<file path="src/rtl/vga_pkg.sv">
// vga_pkg: shared VGA/game definitions.
// Holds the decoded key codes, the tile codes that affect movement,
// the tile map geometry, and the direction type used by the movement stage.
package vga_pkg;

  // Decoded key codes produced by the keyboard decoder.
  localparam logic [3:0] key_1     = 4'h1;
  localparam logic [3:0] key_up    = 4'h2;
  localparam logic [3:0] key_down  = 4'h3;
  localparam logic [3:0] key_left  = 4'h4;
  localparam logic [3:0] key_right = 4'h5;

  // Tile codes with movement semantics.
  localparam logic [3:0] TILE_WALL = 4'h1;
  localparam logic [3:0] TILE_DOOR = 4'h4;

  // Tile map geometry: 32-px tiles on a 32x24 map.
  localparam int TILE_SHIFT = 5;
  localparam int MAP_W      = 32;
  localparam int MAP_H      = 24;

  typedef enum logic [2:0] {
    DIR_NONE,
    DIR_UP,
    DIR_DOWN,
    DIR_LEFT,
    DIR_RIGHT
  } dir_e;

  // A tile stops the player if it is a wall, or a door that is still locked.
  function automatic logic tile_blocks(input logic [3:0] tile, input logic door_open);
    return (tile == TILE_WALL) || ((tile == TILE_DOOR) && !door_open);
  endfunction

endpackage

</file>
<file path="src/rtl/vga_if.sv">
// vga_if: VGA timing bundle shared by the game stages.
// Only the vertical sync is carried here; it drives the per-frame tick.
interface vga_if;
  logic vsync;

  modport in  (input  vsync);
  modport out (output vsync);
endinterface

</file>
<file path="src/rtl/game_frame_tick.sv">
// game_frame_tick: one-cycle pulse on each rising edge of vsync.
// Ports:
//   clk     - pixel clock
//   rst_n   - asynchronous active-low reset
//   vsync_i - vertical sync from the timing generator
//   tick_o  - high for the cycle in which vsync is seen rising
module game_frame_tick (
  input  logic clk,
  input  logic rst_n,
  input  logic vsync_i,
  output logic tick_o
);

  logic vsync_q;

  always_ff @(posedge clk or negedge rst_n) begin
    if (!rst_n) begin
      vsync_q <= 1'b0;
    end else begin
      vsync_q <= vsync_i;
    end
  end

  assign tick_o = vsync_i & ~vsync_q;

endmodule

</file>
<file path="src/rtl/game_player_move.sv">
// game_player_move: per-frame player movement with tile-map collision.
// On every frame tick the candidate position for the held key is computed,
// clamped to the screen, and its two leading corners are looked up in the
// tile ROM. The move commits unless a corner is a wall or a locked door.
// The tile under the player centre is then fetched into current_pix.
// Ports:
//   clk, rst_n          - pixel clock, asynchronous active-low reset
//   key                 - decoded key code (vga_pkg key_*)
//   in                  - VGA timing; only vsync is used
//   door                - door-open flag from the dialog stage
//   map_addr / map_data - tile ROM port, data valid one cycle after address
//   xpos, ypos          - player top-left position in pixels
//   current_pix         - tile code under the player centre
//   busy                - high while a frame update is running
module game_player_move
  import vga_pkg::*;
#(
  parameter int START_X = 64,
  parameter int START_Y = 64,
  parameter int STEP    = 4,
  parameter int PSIZE   = 32
) (
  input  logic        clk,
  input  logic        rst_n,
  input  logic [3:0]  key,
  vga_if.in           in,
  input  logic        door,
  output logic [9:0]  map_addr,
  input  logic [3:0]  map_data,
  output logic [10:0] xpos,
  output logic [10:0] ypos,
  output logic [3:0]  current_pix,
  output logic        busy
);

  typedef enum logic [2:0] {WAIT, CAND, PRB_A, PRB_B, DECIDE, CTR, LATCH} state_e;

  localparam logic signed [11:0] STEP_S = 12'(STEP);
  localparam logic signed [11:0] X_MAX  = 12'(1024 - PSIZE);
  localparam logic signed [11:0] Y_MAX  = 12'(768 - PSIZE);

  state_e      state_q, state_d;
  logic [10:0] xpos_q, xpos_d, ypos_q, ypos_d;
  logic [3:0]  cpix_q, cpix_d;
  logic [9:0]  addr_q, addr_d;
  logic [10:0] cand_x_q, cand_x_d, cand_y_q, cand_y_d;
  dir_e        dir_q, dir_d;
  logic [3:0]  tile_a_q, tile_a_d;

  logic              tick;
  logic signed [11:0] px_s, py_s, nx_s, ny_s;
  logic              blocked;

  game_frame_tick u_tick (
    .clk     (clk),
    .rst_n   (rst_n),
    .vsync_i (in.vsync),
    .tick_o  (tick)
  );

  function automatic dir_e key_to_dir(input logic [3:0] k);
    case (k)
      key_up:    return DIR_UP;
      key_down:  return DIR_DOWN;
      key_left:  return DIR_LEFT;
      key_right: return DIR_RIGHT;
      default:   return DIR_NONE;
    endcase
  endfunction

  function automatic logic [10:0] clamp(input logic signed [11:0] v,
                                        input logic signed [11:0] hi);
    if (v < 0)       return 11'd0;
    else if (v > hi) return hi[10:0];
    else             return v[10:0];
  endfunction

  function automatic logic [9:0] tile_addr(input logic [10:0] x, input logic [10:0] y);
    return {y[9:5], x[9:5]};
  endfunction

  // Leading corner for the direction of travel; probe B is the second corner
  // on the same leading edge. With no move both probes hit the top-left.
  function automatic logic [9:0] corner_addr(input dir_e d, input logic is_b,
                                             input logic [10:0] cx,
                                             input logic [10:0] cy);
    logic [10:0] rx, by;
    logic        use_r, use_b;
    rx = cx + 11'(PSIZE - 1);
    by = cy + 11'(PSIZE - 1);
    case (d)
      DIR_UP:    begin use_r = is_b;  use_b = 1'b0; end
      DIR_DOWN:  begin use_r = is_b;  use_b = 1'b1; end
      DIR_LEFT:  begin use_r = 1'b0;  use_b = is_b; end
      DIR_RIGHT: begin use_r = 1'b1;  use_b = is_b; end
      default:   begin use_r = 1'b0;  use_b = 1'b0; end
    endcase
    return tile_addr(use_r ? rx : cx, use_b ? by : cy);
  endfunction

  assign px_s = {1'b0, xpos_q};
  assign py_s = {1'b0, ypos_q};

  always_comb begin
    state_d  = state_q;
    xpos_d   = xpos_q;
    ypos_d   = ypos_q;
    cpix_d   = cpix_q;
    addr_d   = addr_q;
    cand_x_d = cand_x_q;
    cand_y_d = cand_y_q;
    dir_d    = dir_q;
    tile_a_d = tile_a_q;
    nx_s     = px_s;
    ny_s     = py_s;
    blocked  = 1'b0;
    case (state_q)
      WAIT: begin
        if (tick) state_d = CAND;
      end
      CAND: begin
        dir_d = key_to_dir(key);
        case (dir_d)
          DIR_UP:    ny_s = py_s - STEP_S;
          DIR_DOWN:  ny_s = py_s + STEP_S;
          DIR_LEFT:  nx_s = px_s - STEP_S;
          DIR_RIGHT: nx_s = px_s + STEP_S;
          default:   ;
        endcase
        cand_x_d = clamp(nx_s, X_MAX);
        cand_y_d = clamp(ny_s, Y_MAX);
        // Address is registered, so corner A is presented during PRB_A.
        addr_d   = corner_addr(dir_d, 1'b0, cand_x_d, cand_y_d);
        state_d  = PRB_A;
      end
      PRB_A: begin
        addr_d  = corner_addr(dir_q, 1'b1, cand_x_q, cand_y_q);
        state_d = PRB_B;
      end
      PRB_B: begin
        tile_a_d = map_data;
        state_d  = DECIDE;
      end
      DECIDE: begin
        // map_data holds corner B now; door is sampled here so a door opened
        // this frame is already walkable.
        blocked = tile_blocks(tile_a_q, door) | tile_blocks(map_data, door);
        if (!blocked) begin
          xpos_d = cand_x_q;
          ypos_d = cand_y_q;
        end
        addr_d  = tile_addr(xpos_d + 11'(PSIZE / 2), ypos_d + 11'(PSIZE / 2));
        state_d = CTR;
      end
      CTR: begin
        state_d = LATCH;
      end
      LATCH: begin
        cpix_d  = map_data;
        state_d = WAIT;
      end
      default: state_d = WAIT;
    endcase
  end

  always_ff @(posedge clk or negedge rst_n) begin
    if (!rst_n) begin
      state_q <= WAIT;
      xpos_q  <= 11'(START_X);
      ypos_q  <= 11'(START_Y);
      cpix_q  <= 4'h0;
      addr_q  <= 10'd0;
    end else begin
      state_q <= state_d;
      xpos_q  <= xpos_d;
      ypos_q  <= ypos_d;
      cpix_q  <= cpix_d;
      addr_q  <= addr_d;
    end
  end

  // Scratch registers for one update; always rewritten before being read.
  always_ff @(posedge clk) begin
    cand_x_q <= cand_x_d;
    cand_y_q <= cand_y_d;
    dir_q    <= dir_d;
    tile_a_q <= tile_a_d;
  end

  assign map_addr    = addr_q;
  assign xpos        = xpos_q;
  assign ypos        = ypos_q;
  assign current_pix = cpix_q;
  assign busy        = (state_q != WAIT);

endmodule

</file>
<file path="src/flat_wrapper.sv">
// flat-port wrapper written by rule: the top's interface ports become plain ports
module game_player_move_flat import vga_pkg::*;
#(
  parameter int START_X = 64,
  parameter int START_Y = 64,
  parameter int STEP    = 4,
  parameter int PSIZE   = 32
)
  (clk, rst_n, key, door, map_addr, map_data, xpos, ypos, current_pix, busy, in_vsync);
  vga_if in_i ();
  input  logic clk;
  input  logic rst_n;
  input  logic [3:0] key;
  input  logic door;
  output logic [9:0] map_addr;
  input  logic [3:0] map_data;
  output logic [10:0] xpos;
  output logic [10:0] ypos;
  output logic [3:0] current_pix;
  output logic busy;
  input wire logic [$bits(in_i.vsync)-1:0] in_vsync;
  assign in_i.vsync = in_vsync;
  game_player_move #(.START_X(START_X), .START_Y(START_Y), .STEP(STEP), .PSIZE(PSIZE)) u_core (.clk(clk), .rst_n(rst_n), .key(key), .in(in_i), .door(door), .map_addr(map_addr), .map_data(map_data), .xpos(xpos), .ypos(ypos), .current_pix(current_pix), .busy(busy));
endmodule
</file>
<file path="config.mk">
export PLATFORM = sky130hd
export DESIGN_NAME = game_player_move_flat
export DESIGN_NICKNAME = d
export VERILOG_FILES = /design/src/rtl/vga_pkg.sv /design/src/rtl/vga_if.sv /design/src/rtl/game_frame_tick.sv /design/src/rtl/game_player_move.sv /design/src/flat_wrapper.sv
export SDC_FILE = /design/constraint.sdc
export NUM_CORES = 1
export LEC_CHECK = 0
export CAP_MARGIN = 20
export CORE_AREA = 2 2 110 112
export CTS_BUF_LIST = sky130_fd_sc_hd__clkbuf_4
export DETAILED_ROUTE_END_ITERATION = 16
export DIE_AREA = 0 0 112 114
export PLACE_DENSITY = 0.72
export SLEW_MARGIN = 30
export SYNTH_ARGS = -nofsm -noshare
export SYNTH_HDL_FRONTEND = slang
export SYNTH_SLANG_ARGS = --single-unit
export TNS_END_PERCENT = 10
</file>
<file path="constraint.sdc">
create_clock -name clk -period 5.4 [get_ports clk]
set_input_delay 1.62 -clock clk [delete_from_list [all_inputs] [get_ports clk]]
set_output_delay 1.62 -clock clk [all_outputs]
set_load 0.05 [all_outputs]
</file>
Word level (Yosys, flattened, before mapping)
Index checks and enable logic that the tools add are counted.
{"block": "word_totals", "out_inout_bits": 37, "in_bits": 12, "elab_cells": 91, "ff_bits": 69}
{"block": "op_classes", "magnitude_cmp": 4, "n_reduce_logical": 10, "mux": 31, "eq_ne": 23, "bitwise_logic": 3, "n_addsub": 10}
{"operator": "2-to-1 mux 11 bit", "n": 10}
{"operator": "adder 10 x 5 -> 10 bit, second input constant", "n": 6}
{"operator": "one-hot mux 12 bit (2 select lines)", "n": 2}
{"operator": "2-to-1 mux 10 bit", "n": 4}
{"operator": "one-hot mux 10 bit (3 select lines)", "n": 1}
{"operator": "adder 11 x 3 -> 12 bit, second input constant", "n": 2}
{"operator": "> comparator 12 x 11 -> 1 bit, second input constant", "n": 2}
{"operator": "< comparator 12 x 1 -> 1 bit, second input constant", "n": 2}
{"operator": "2-to-1 mux 12 bit", "n": 2}
{"operator": "subtractor 11 x 3 -> 12 bit, second input constant", "n": 2}
{"operator": "== test 3 x 2 -> 1 bit, second input constant", "n": 6}
{"operator": "one-hot mux 3 bit (6 select lines)", "n": 1}
{"operator": "== test 4 x 3 -> 1 bit, second input constant", "n": 4}
{"operator": "== test 3 bit, second input constant", "n": 5}
{"operator": "one-hot mux 3 bit (4 select lines)", "n": 1}
{"operator": "== test 3 x 1 -> 1 bit, second input constant", "n": 3}
{"operator": "== test 4 x 1 -> 1 bit, second input constant", "n": 2}
{"operator": "== test 4 x 2 -> 1 bit, second input constant", "n": 2}
{"operator": "2-to-1 mux 1 bit", "n": 8}
{"operator": "2-to-1 mux 3 bit", "n": 2}
{"operator": "nonzero test 3 bit", "n": 2}
{"operator": "OR reduction 3 bit", "n": 2}
{"operator": "logical NOT 3 bit", "n": 1}
{"operator": "logical AND 1 bit", "n": 2}
{"operator": "6 further kinds", "n": 7}

Logic depth before layout (Yosys ltp)
{"block": "depth", "ltp_word": 13, "ltp_mapped": 13, "depth_no_buf": 11}

Modules after synthesis
From an unflattened synthesis, not the netlist that was laid out.
{"block": "unflattened", "hier_cells": 509, "hier_area_um2": 4921.0}
{"mod": "game_player_move", "area_each_um2": 4882.2, "cells_per_inst": 507, "seq_area_each_um2": 1849.3, "instances": 1}
{"mod": "game_frame_tick", "area_each_um2": 38.8, "cells_per_inst": 2, "seq_area_each_um2": 25.0, "instances": 1}

Least setup slack after synthesis
Ideal clock, no wire load.
{"block": "synth_timing", "path_type": "input -> register", "start": "in key[3]", "end": "reg u_core.cand_y_q[2], data pin", "stages": 12, "setup_ps": 275, "n_path_buf": 2, "setup_slack_ps": 705, "arrival_ps": 4419, "t_required_ps": 5125, "path_cell_list": "nor3b_2 > buf_4 > nand2_1 > ha_1 > a211oi_1 > nor2_1 > xor2_1 > a31oi_1 > o311ai_2 > and2_1 > buf_6 > nor3_1"}
{"block": "synth_via", "elab_chain_len": 10, "elab_cells_between_ends": 15, "cone_classes": "2 x order compare; 6 x eq/ne; 7 x mux"}
{"item": "start, declared", "line_no": "flat_wrapper.sv:13", "text": "input logic [3:0] key;"}
{"item": "== test 4 x 3 -> 1 bit / == test 4 x 2 -> 1 bit (equally long branches)", "line_no": "game_player_move.sv:62", "text": "case (k)"}
{"item": "one-hot mux 3 bit (4 select lines) *", "line_no": "game_player_move.sv:62"}
{"item": "2-to-1 mux 3 bit *", "line_no": "game_player_move.sv:117", "text": "case (state_q)"}
{"item": "== test 3 x 2 -> 1 bit / == test 3 x 1 -> 1 bit (equally long branches)", "line_no": "game_player_move.sv:123", "text": "case (dir_d)"}
{"item": "one-hot mux 12 bit (2 select lines) *", "line_no": "game_player_move.sv:123"}
{"item": "2-to-1 mux 12 bit *", "line_no": "game_player_move.sv:117"}
{"item": "> comparator 12 x 11 -> 1 bit", "line_no": "game_player_move.sv:74", "text": "else if (v > hi) return hi[10:0];"}
{"item": "2-to-1 mux 11 bit", "line_no": "game_player_move.sv:74"}
{"item": "2-to-1 mux 11 bit *", "line_no": "game_player_move.sv:73", "text": "if (v < 0) return 11'd0;"}
{"item": "2-to-1 mux 11 bit *", "line_no": "game_player_move.sv:117"}
{"item": "end signal, assigned", "line_no": "game_player_move.sv:185", "text": "cand_y_q <= cand_y_d;"}
{"item": "end, declared", "line_no": "game_player_move.sv:46", "text": "logic [10:0] cand_x_q, cand_x_d, cand_y_q, cand_y_d;"}
Mark *: on every way between the ends. The rest lies on a longest branch, timed or not. The select of a mux whose other input is x is not followed.
A chain may end at the register's enable or synchronous reset.

Worst setup path after layout
{"block": "layout_timing", "start": "in key[2]", "end": "reg u_core.cand_x_q[2], data pin"}
{"block": "layout_via", "elab_chain_len": 10, "elab_cells_between_ends": 15, "cone_classes": "2 x order compare; 6 x eq/ne; 7 x mux"}
{"item": "== test 4 x 3 -> 1 bit / == test 4 x 2 -> 1 bit (equally long branches)", "line_no": "game_player_move.sv:62"}
{"item": "one-hot mux 3 bit (4 select lines) *", "line_no": "game_player_move.sv:62"}
{"item": "2-to-1 mux 3 bit *", "line_no": "game_player_move.sv:117"}
{"item": "== test 3 bit / == test 3 x 2 -> 1 bit (equally long branches)", "line_no": "game_player_move.sv:123"}
{"item": "one-hot mux 12 bit (2 select lines) *", "line_no": "game_player_move.sv:123"}
{"item": "2-to-1 mux 12 bit *", "line_no": "game_player_move.sv:117"}
{"item": "> comparator 12 x 11 -> 1 bit", "line_no": "game_player_move.sv:74"}
{"item": "2-to-1 mux 11 bit", "line_no": "game_player_move.sv:74"}
{"item": "2-to-1 mux 11 bit *", "line_no": "game_player_move.sv:73"}
{"item": "2-to-1 mux 11 bit *", "line_no": "game_player_move.sv:117"}
{"item": "end signal, assigned", "line_no": "game_player_move.sv:184", "text": "cand_x_q <= cand_x_d;"}
{"item": "end, declared", "line_no": "game_player_move.sv:46"}
Marked as above.

==> flow_metrics.py <==
metrics = {
    "setup_path": {
        "crit_path_end_kind": "flip-flop",
        "reg2reg_depth": 8,
        "crit_start": "key[2]",
        "crit_family": "compound AO/OA/AOI/OAI gates",
        "critical_path.cell_chain": "clkdlybuf4s50_1 -> nor3b_1 -> nand2_1 -> buf_4 -> ha_1 -> nand2_1 -> o31a_1 -> a21oi_1 -> mux2i_1 -> a211o_2 -> o21ai_1 -> nor3_1",
        "crit_path_frequent_cell": "nand2_1",
        "critPathBufInv": 2,
        "cp.arrival_ns": 5.21,
        "r2r_start": "u_core.xpos[2]",
        "crit_slowest_cell": "clkdlybuf4s50_1",
        "crit_path_max_fanout": 9,
        "worstSetupPathType": "input pin to flip-flop",
        "worst_ep_required_time_ns": 5.55,
        "cp.depth": 12,
        "crit_path_max_incr_delay_ns": 0.60,
        "critical_path.startpoint_type": "input pin",
    },
    "clock_network": {
        "clk_pin_slew_ns": 0.11,
        "worstSkewPairLatency_ns": 0.41,
        "post_cts_buffers": 0,
        "clock_path_buffers": 2,
        "cts_buffers": 9,
        "postCtsHoldBufs": 0,
        "cts-root-buf": "clkbuf_4",
        "h-tree-depth": 3,
        "ctsResizeCount": 0,
        "cts_tree": "done",
        "clkSinkCount": 69,
    },
    "synthesis": {
        "synthFlopType": "dfrtp_1",
        "synth_warnings": 0,
        "syn_area_mm2": 0.00508,
        "ys_seq_area_share_pct": 36.9,
        "ys_ff_latch": 69,
        "synth-edff-count": 29,
        "synth_area_per_cell_um2": 9.58,
        "ys_types": 83,
        "postSynthCellCount": 530,
        "synthArstFlopShare_pct": 58.0,
    },
    "detailed_routing": {
        "drtIter0Drc": 333,
        "vias_per_cell": 5.97,
        "vias": 4402,
        "routed_wl_um": 13200,
        "drc": 0,
        "wl_per_cell_um": 17.9,
        "ant_nets": 0,
        "dr.pass1.iters": 5,
    },
    "place": {
        "dpl.hpwl_um": 9990,
        "gp_congestion": 0.921,
        "placed_area_mm2": 0.00574,
        "dp.cells": 721,
        "place_ws_ns": -0.0457,
        "port_buffers": 48,
    },
    "pwr": {
        "power.density_mw_per_mm2": 718,
        "ir_worst_vdd_uv": 296,
        "leakagePower_nw": 2.24,
    },
    "global_route": {
        "met3_usage_pct": 3.24,
        "gr-usage-met1_pct": 29.1,
        "grt_max_degree": 41,
        "gr-usage-met2_pct": 34.2,
        "track_usage_pct": 21.0,
        "grt_pass1_wl_um": 21700,
        "grt_pass1_vias": 4220,
        "antenna_found_initial": 0,
        "top_usage_layer": "met2",
        "overflow": 0,
    },
    "die": {
        "die_y_um": 114,
        "fp.dieW_um": 112,
        "die_area_mm2": 0.0128,
        "row_count": 40,
        "io_pins": 49,
        "start_util_pct": 43.4,
        "core_mm2": 0.0117,
    },
    "final_layout": {
        "final_util_pct": 50.2,
        "antenna-diode-count": 0,
        "fin_area_mm2": 0.00587,
        "fillers": 1112,
        "drive_above_1_share_pct": 13.4,
        "nets": 619,
        "final_cells": 737,
        "layout_common_cells": "nor2_1, nand2_1, clkdlybuf4s50_1",
        "layout_commonest_cell": "nor2_1",
        "seq_area_mm2": 0.00187,
        "area_growth_syn_to_layout_pct": 15.7,
        "multi_input_area_mm2": 0.00305,
    },
    "timing": {
        "tightest_slew_ns": 0.796,
        "post-route-period-util_pct": 93.8,
        "finalWorstSetupSlack_ns": 0.337,
        "skew_ns": 0.0167,
        "min_period_ns": 5.06,
        "rsz0062_at_grt": "no",
        "setup_violations": 0,
        "maxSlewHeadroom_pct": 46.5,
        "fmax_mhz": 198,
        "hold_viol_final": 0,
        "slew_violations": 0,
    },
    "worst_hold_path": {
        "hp-class": "flip-flop to flip-flop",
        "hold_start": "u_core.cand_y_q[10]",
        "min_path_cells": 1,
    },
    "run": {
        "max-cap-violations": 0,
    },
    "run_status": {
        "outcome": "finished clean",
    },
}
cell type report:
type	instances	share of cell area (%)
multi-input combinational	427	51.9
sequential	69	31.9
inverter	18	1.15
clock buffer	10	1.28
clock inverter	6	0.916
tap	147	3.13
timing repair buffer	60	9.67
cells in the mapped netlist (all sizes together) (4+ instances only):
| cell type | instances | area (µm²) |
|---|---|---|
| a2111oi | 4 | 60.1 |
| a211oi | 9 | 67.6 |
| a21oi | 27 | 135 |
| a31oi | 6 | 37.5 |
| and2 | 5 | 31.3 |
| and3 | 8 | 55.1 |
| buf | 10 | 62.6 |
| clkbuf | 7 | 26.3 |
| dfrtp | 38 | 951 |
| edfxtp | 29 | 871 |
| ha | 20 | 250 |
| inv | 16 | 60.1 |
| mux2 | 26 | 293 |
| mux2i | 16 | 160 |
| nand2 | 48 | 180 |
| nand3 | 16 | 80.1 |
| nor2 | 50 | 188 |
| nor2b | 6 | 37.5 |
| nor3 | 20 | 111 |
| nor3b | 10 | 90.1 |
| o211ai | 10 | 80.1 |
| o21a | 6 | 45.0 |
| o21ai | 26 | 130 |
| o221a | 4 | 45.0 |
| o221ai | 4 | 35.0 |
| o22ai | 6 | 37.5 |
| or4 | 6 | 45.0 |
| xnor2 | 19 | 166 |
| xor2 | 14 | 123 |
registers in the layout, indices dropped and copies added (netlist names):
register               cells
u_core.cand_x_q           11
u_core.cand_y_q           11
u_core.current_pix         4
u_core.dir_q               3
u_core.map_addr           10
u_core.state_q             3
u_core.tile_a_q            4
u_core.u_tick.vsync_q      1
u_core.xpos               11
u_core.ypos               11
metrics by stage:
step / setup TNS (ns) / power, mW / hold WS [ns]
final: 0 / 4.22 / 0.491
after global routing: 0 / 4.50 / 0.512
after CTS: 0 / 4.20 / 0.495
after detailed placement: -0.184 / 3.86 / 0.467
after global placement: 0 / 3.80 / 0.463
after floorplan: 0 / 3.07 / 0.455
power breakdown:
| group | total [mW] | leakage [nW] | switching (mW) | internal [mW] |
|---|---|---|---|---|
| clock network | 0.328 | 0.0689 | 0.186 | 0.141 |
| logic | 2.74 | 1.43 | 1.66 | 1.08 |
| registers | 1.15 | 0.742 | 0.318 | 0.832 |
| total | 4.22 | 2.24 | 2.16 | 2.05 |
kinds of logic (layout without fill, tap and decap cells):
logic type	Yosys count	count (layout)	share of synthesized area, %
other	1	2	0.0738
buffers and inverters	35	94	3.08
muxes	42	42	8.92
AOI/OAI and AO/OA	139	139	20.2
and+or+nand+nor	189	189	19.5
DFF	69	69	36.9
xor gates and xnor gates	33	33	5.69
adders and majority gates	22	22	5.72
per-layer routing:
layer  part of all wire, %  up-vias
li1                      -     2108
met1                    46     2143
met5                     0        -
met3                   4.9       18
met2                    47      133
met4                   1.6        0
final timing paths:
path                                    endpoint  slack [ns]
hold / removal                   u_core.ypos[10]        0.49
hold reg to reg                  u_core.ypos[10]        0.49
min in group asynchronous  u_core.current_pix[1]        1.18
setup / recovery              u_core.cand_x_q[2]        0.34
max in group asynchronous         u_core.xpos[6]        3.82
setup reg to reg              u_core.cand_x_q[2]        2.21
No activity file was read; power rests on OpenSTA's default activity.
